**src/rtl/clk_pulse_train_if.sv**
```systemverilog
// Bundle of the div_clk sample, burst request and burst status signals.
// Defining CLK_PULSE_TRAIN_ABORT_EN adds the abort/aborted pair.
interface clk_pulse_train_if #(parameter int CNT_W = 8);
    logic             div_clk;
    logic             start;
    logic [CNT_W-1:0] num_pulses;
    logic             tick_rise;
    logic             tick_fall;
    logic             pulse_out;
    logic             busy;
    logic             done;
    logic [CNT_W-1:0] pulses_left;
`ifdef CLK_PULSE_TRAIN_ABORT_EN
    logic             abort;
    logic             aborted;
`endif

    modport master (
`ifdef CLK_PULSE_TRAIN_ABORT_EN
        output abort,
        input  aborted,
`endif
        output div_clk, start, num_pulses,
        input  tick_rise, tick_fall, pulse_out, busy, done, pulses_left
    );

    modport slave (
`ifdef CLK_PULSE_TRAIN_ABORT_EN
        input  abort,
        output aborted,
`endif
        input  div_clk, start, num_pulses,
        output tick_rise, tick_fall, pulse_out, busy, done, pulses_left
    );
endinterface

```
**src/rtl/clk_pulse_train.sv**
```systemverilog
// Burst of N pulses aligned to div_clk high phases; div_clk is sampled as data.
// Optional abort support under CLK_PULSE_TRAIN_ABORT_EN.
module clk_pulse_train #(
    parameter int CNT_W = 8
) (
    input  logic             clk,
    input  logic             rst,
    clk_pulse_train_if.slave pif
);
    typedef enum logic [1:0] {IDLE, ARM, HIGH, LOW} state_e;

    state_e           state_q, state_d;
    logic             div_q, primed_q;
    logic             rise, fall;
    logic             tick_rise_q, tick_fall_q;
    logic             pulse_q, pulse_d;
    logic             busy_q, busy_d;
    logic             done_q, done_d;
    logic [CNT_W-1:0] left_q, left_d;
`ifdef CLK_PULSE_TRAIN_ABORT_EN
    logic             aborted_q, aborted_d;
`endif

    // primed masks the first post-reset cycle, when div_q does not yet hold a real sample
    assign rise = primed_q &  pif.div_clk & ~div_q;
    assign fall = primed_q & ~pif.div_clk &  div_q;

    always_ff @(posedge clk or negedge rst) begin
        if (!rst) begin
            div_q       <= 1'b0;
            primed_q    <= 1'b0;
            tick_rise_q <= 1'b0;
            tick_fall_q <= 1'b0;
        end else begin
            div_q       <= pif.div_clk;
            primed_q    <= 1'b1;
            tick_rise_q <= rise;
            tick_fall_q <= fall;
        end
    end

    always_ff @(posedge clk or negedge rst) begin
        if (!rst) begin
            state_q   <= IDLE;
            pulse_q   <= 1'b0;
            busy_q    <= 1'b0;
            done_q    <= 1'b0;
            left_q    <= '0;
`ifdef CLK_PULSE_TRAIN_ABORT_EN
            aborted_q <= 1'b0;
`endif
        end else begin
            state_q   <= state_d;
            pulse_q   <= pulse_d;
            busy_q    <= busy_d;
            done_q    <= done_d;
            left_q    <= left_d;
`ifdef CLK_PULSE_TRAIN_ABORT_EN
            aborted_q <= aborted_d;
`endif
        end
    end

    always_comb begin
        state_d   = state_q;
        pulse_d   = pulse_q;
        busy_d    = busy_q;
        done_d    = 1'b0;
        left_d    = left_q;
`ifdef CLK_PULSE_TRAIN_ABORT_EN
        aborted_d = 1'b0;
`endif
        case (state_q)
            IDLE: begin
                if (pif.start) begin
                    if (pif.num_pulses != '0) begin
                        left_d  = pif.num_pulses;
                        busy_d  = 1'b1;
                        state_d = ARM;
                    end else begin
                        done_d  = 1'b1;
                    end
                end
            end
            ARM, LOW: begin
                // ARM waits for a rise so the first pulse is never truncated
                if (rise) begin
                    pulse_d = 1'b1;
                    state_d = HIGH;
                end
            end
            HIGH: begin
                if (fall) begin
                    pulse_d = 1'b0;
                    left_d  = left_q - CNT_W'(1);
                    if (left_q == CNT_W'(1)) begin
                        busy_d  = 1'b0;
                        done_d  = 1'b1;
                        state_d = IDLE;
                    end else begin
                        state_d = LOW;
                    end
                end
            end
            default: state_d = IDLE;
        endcase
`ifdef CLK_PULSE_TRAIN_ABORT_EN
        // abort overrides whatever edge handling happened above
        if (pif.abort && state_q != IDLE) begin
            state_d   = IDLE;
            pulse_d   = 1'b0;
            busy_d    = 1'b0;
            done_d    = 1'b0;
            left_d    = '0;
            aborted_d = 1'b1;
        end
`endif
    end

    assign pif.tick_rise   = tick_rise_q;
    assign pif.tick_fall   = tick_fall_q;
    assign pif.pulse_out   = pulse_q;
    assign pif.busy        = busy_q;
    assign pif.done        = done_q;
    assign pif.pulses_left = left_q;
`ifdef CLK_PULSE_TRAIN_ABORT_EN
    assign pif.aborted     = aborted_q;
`endif
endmodule

```
**src/flat_wrapper.sv**
```systemverilog
// flat-port wrapper written by rule: the top's interface ports become plain ports
module clk_pulse_train_flat 
#(
    parameter int CNT_W = 8
)
  (clk, rst, pif_div_clk, pif_start, pif_num_pulses, pif_tick_rise, pif_tick_fall, pif_pulse_out, pif_busy, pif_done, pif_pulses_left);
  clk_pulse_train_if #(.CNT_W(CNT_W)) pif_i ();
  input  logic clk;
  input  logic rst;
  input wire logic [$bits(pif_i.div_clk)-1:0] pif_div_clk;
  input wire logic [$bits(pif_i.start)-1:0] pif_start;
  input wire logic [$bits(pif_i.num_pulses)-1:0] pif_num_pulses;
  output wire logic [$bits(pif_i.tick_rise)-1:0] pif_tick_rise;
  output wire logic [$bits(pif_i.tick_fall)-1:0] pif_tick_fall;
  output wire logic [$bits(pif_i.pulse_out)-1:0] pif_pulse_out;
  output wire logic [$bits(pif_i.busy)-1:0] pif_busy;
  output wire logic [$bits(pif_i.done)-1:0] pif_done;
  output wire logic [$bits(pif_i.pulses_left)-1:0] pif_pulses_left;
  assign pif_i.div_clk = pif_div_clk;
  assign pif_i.start = pif_start;
  assign pif_i.num_pulses = pif_num_pulses;
  assign pif_tick_rise = pif_i.tick_rise;
  assign pif_tick_fall = pif_i.tick_fall;
  assign pif_pulse_out = pif_i.pulse_out;
  assign pif_busy = pif_i.busy;
  assign pif_done = pif_i.done;
  assign pif_pulses_left = pif_i.pulses_left;
  clk_pulse_train #(.CNT_W(CNT_W)) u_core (.clk(clk), .rst(rst), .pif(pif_i));
endmodule
```
**config.mk**
```make
export PLATFORM = sky130hd
export DESIGN_NAME = clk_pulse_train_flat
export DESIGN_NICKNAME = d
export VERILOG_FILES = /design/src/rtl/clk_pulse_train_if.sv /design/src/rtl/clk_pulse_train.sv /design/src/flat_wrapper.sv
export SDC_FILE = /design/constraint.sdc
export NUM_CORES = 1
export LEC_CHECK = 0
export CAP_MARGIN = 20
export CORE_UTILIZATION = 50
export DETAILED_ROUTE_END_ITERATION = 12
export GPL_ROUTABILITY_DRIVEN = 0
export GPL_TIMING_DRIVEN = 1
export HOLD_SLACK_MARGIN = 0.1
export PLACE_DENSITY = 0.83
export SLEW_MARGIN = 15
export SYNTH_ARGS = -nofsm -noshare
export SYNTH_HDL_FRONTEND = slang
export SYNTH_SLANG_ARGS = --single-unit
```
**constraint.sdc**
```tcl
create_clock -name clk -period 4.64 [get_ports clk]
set_input_delay 0.464 -clock clk [delete_from_list [all_inputs] [get_ports clk]]
set_output_delay 0.464 -clock clk [all_outputs]
set_load 0.02 [all_outputs]
```
==> reports/results.txt <==
Switching power total -> 0.0002503 W
Io pins -> 25
Worst vdd ir -> 0.3460 mV
Crit path buf inv count -> 1
CP max stage delay -> 650 ps
CTS sink count -> 17
All-layer global routing usage -> 22.00%
Initial Util -> 53.33%
Initial DRC count -> 32
Row Count -> 15
Hold Vio Cnt, Final -> 0
Status -> finished clean
Hold Crit Depth -> 1
Vias in the first global route -> 719
Fin crit period -> 1892 ps
Relative slew slack -> 48.89%
CTS Buffer Depth -> 2
Area of the die -> 1996 um^2
Register bit total from synthesis -> 17
Worst Hold End -> u_core.pif.tick_rise
Worst slew pin tran -> 764.2 ps
Initial antenna violation count -> 0
CTS tree -> yes
First-pass GRT wire length -> 3174 um
Sequential Power Share -> 40.7%
Crit path max-delay family -> buffers and inverters
# setup viols final -> 0
Syn Nets -> 105
P per Cell Area -> 500.0 nW/um^2
First drt pass iteration count -> 4
Combinational power share -> 45.4%
Antenna-violating nets left -> 0
Height of the die -> 44.68 um
FMAX -> 528.4 MHz
Final Skew -> 1.747 ps
Clk pwr share -> 13.9%
Final worst path period share -> 40.78%
R2r setup slk -> 2790 ps
Port Buf Inserts -> 24
Worst Setup End Kind -> primary output
Ratio of cells with drive above 1 in the final layout -> 11.02%
Die Width -> 44.68 um
Ant. Diodes -> 0
RSZ-0062 raised after global routing -> false
Worst hold margin -> 482.7 ps
Sequential share of the synthesized area -> 46.70%
Kind of critical path -> reg -> out
Yosys cell types -> 35
Max-Cap Viols -> 0
Skew-Pair Late Insertion Delay -> 300 ps
H-tree levels -> 1
Leakage -> 0.4835 nW
Post-synth ARST share -> 100.0%
Cells along the critical path -> clkdlybuf4s50_1
Total number of vias -> 816
Largest net degree at the start of global routing -> 18
Setup TNS -> 0 ps
TritonCTS buffer count -> 3
Post-CTS setup buffer count -> 0
Crit-path slowest cell -> clkdlybuf4s50_1
Hold path start -> u_core.div_q
WL final -> 1946 um
CP arrival -> 1430 ps
Grt ovf -> 0
Max Transition Viols Final -> 0
Vias/cell -> 5.706
Net Sw Frac -> 41.63%
Worst R2R End -> u_core.pif.pulses_left[6]
Top FF cell, synth -> dfrtp_1
Cell-internal power -> 0.0003510 W
Post-Syn Instances -> 91
Avg WL per Cell -> 13.61 um
Syn avg cell area -> 10.01 um^2
R2R depth -> 6
Cts-stage hold buffer count -> 0
DRC Markers -> 0
Critical path fanouts, max -> 7
Final nets -> 133
Hold Crit Class -> reg -> reg
Post-CTS Resized -> 0
P&R area growth vs syn -> 32.01%
HPWL after DPL -> 1441 um
Clk root buf -> clkbuf_4
Core footprint -> 1708 um^2
Worst setup SP type -> register
Worst r2r src -> u_core.pif.pulses_left[0]
Mapped cell area -> 910.9 um^2
Worst-path clk slew -> 100 ps
Post-synth EDFFs -> 0
Synth warnings -> 0
Required time of the critical path -> 4180 ps
metal layers:
metal	global-route usage, %	wire [um]	vias up
li1	-	-	389
met4	7.273	23	0
met3	2.449	144	3
met2	35.29	861	43
met5	0	0	-
met1	31.07	916	381
cell usage after synthesis (all sizes together) (2+ instances only):
cell type	n	area, um^2
dfrtp	17	425.4
nor2	11	43.80
nand2	10	37.54
a21oi	7	46.30
o21ai	7	35.03
inv	4	15.01
nor3	4	25.02
a31oi	2	12.51
ha	2	25.02
nand3	2	10.01
nand4	2	12.51
nor4	2	42.54
o311ai	2	17.52
worst max path at each step:
stage	end	startpoint	cells past startpoint	slack [ps]
6_report	pif_pulses_left[5]	u_core.pif.pulses_left[5]	1	2750
5_1_grt	u_core.pif.pulses_left[6]	u_core.pif.pulses_left[0]	6	2640
4_1_cts	pif_pulses_left[5]	u_core.pif.pulses_left[5]	1	2740
3_5_place_dp	u_core.pif.pulses_left[7]	pif_div_clk	6	2660
3_3_place_gp	u_core.pif.pulses_left[1]	pif_start	5	2660
2_1_floorplan	u_core.pif.pulses_left[6]	u_core.pif.pulses_left[0]	6	2990
logic make-up (layout without fill, tap and decap cells):
kind of cell	Yosys count	in the layout	synth area share [%]
other cells	1	1	0.4117
flops	17	17	46.70
simple gates	38	38	25.14
fa+ha+maj	2	2	2.747
compound gates	28	28	22.53
buf+inv	5	32	2.472
power by group through the flow:
stage / combinational (W) / clock [W] / sequential, W
2_1_floorplan: 0.000106 / 0 / 0.000288
3_3_place_gp: 0.000271 / 0 / 0.000245
3_5_place_dp: 0.000271 / 0 / 0.000249
4_1_cts: 0.000273 / 0.0000831 / 0.000245
5_1_grt: 0.000298 / 0.0000882 / 0.000253
6_report: 0.000273 / 0.0000833 / 0.000245
through the flow:
stage / std cells / utilization (%) / instance area (um^2) / power [W] / setup WS (ps)
floorplan: 91 / - / 910.9 / 0.0003937 / 2988
global placement: 139 / 68.79 / 1175 / 0.0005157 / 2658
detailed placement: 139 / 68.79 / 1175 / 0.0005202 / 2655
CTS: 143 / 70.40 / 1202 / 0.0006016 / 2744
global route: 143 / 70.40 / 1202 / 0.0006391 / 2636
finish: 143 / 70.40 / 1202 / 0.0006013 / 2748
layout by cell type (no fill, tap or decap), types with 2 or more instances in the layout:
cell             netlist  final
inv_1                  4      4
ha_1                   2      2
dfrtp_1               17     17
a21oi_1                6      6
a31oi_1                2      2
nand3_1                2      2
nor4_4                 2      2
clkbuf_4               0      3
nand4_1                2      2
nor3_1                 3      3
o21ai_0                7      7
o311ai_0               2      2
nor2_1                10     10
clkdlybuf4s50_1        0     24
nand2_1               10     10
registers in the layout, indices dropped and copies added, names as in the netlist:
signal                  flops
u_core.div_q                1
u_core.pif.busy             1
u_core.pif.done             1
u_core.pif.pulse_out        1
u_core.pif.pulses_left      8
u_core.pif.tick_fall        1
u_core.pif.tick_rise        1
u_core.primed_q             1
u_core.state_q              2
cell type report:
class / instances / area [um^2]
clock buffers: 3 / 22.52
clock inverters: 1 / 5.005
fillers: 121 / 505.5
inverters: 4 / 15.01
multi-input cells: 69 / 462.9
flip-flops and latches: 17 / 425.4
well taps: 25 / 31.28
repair buffers: 24 / 240.2
Power figures use the tool's default switching activity.
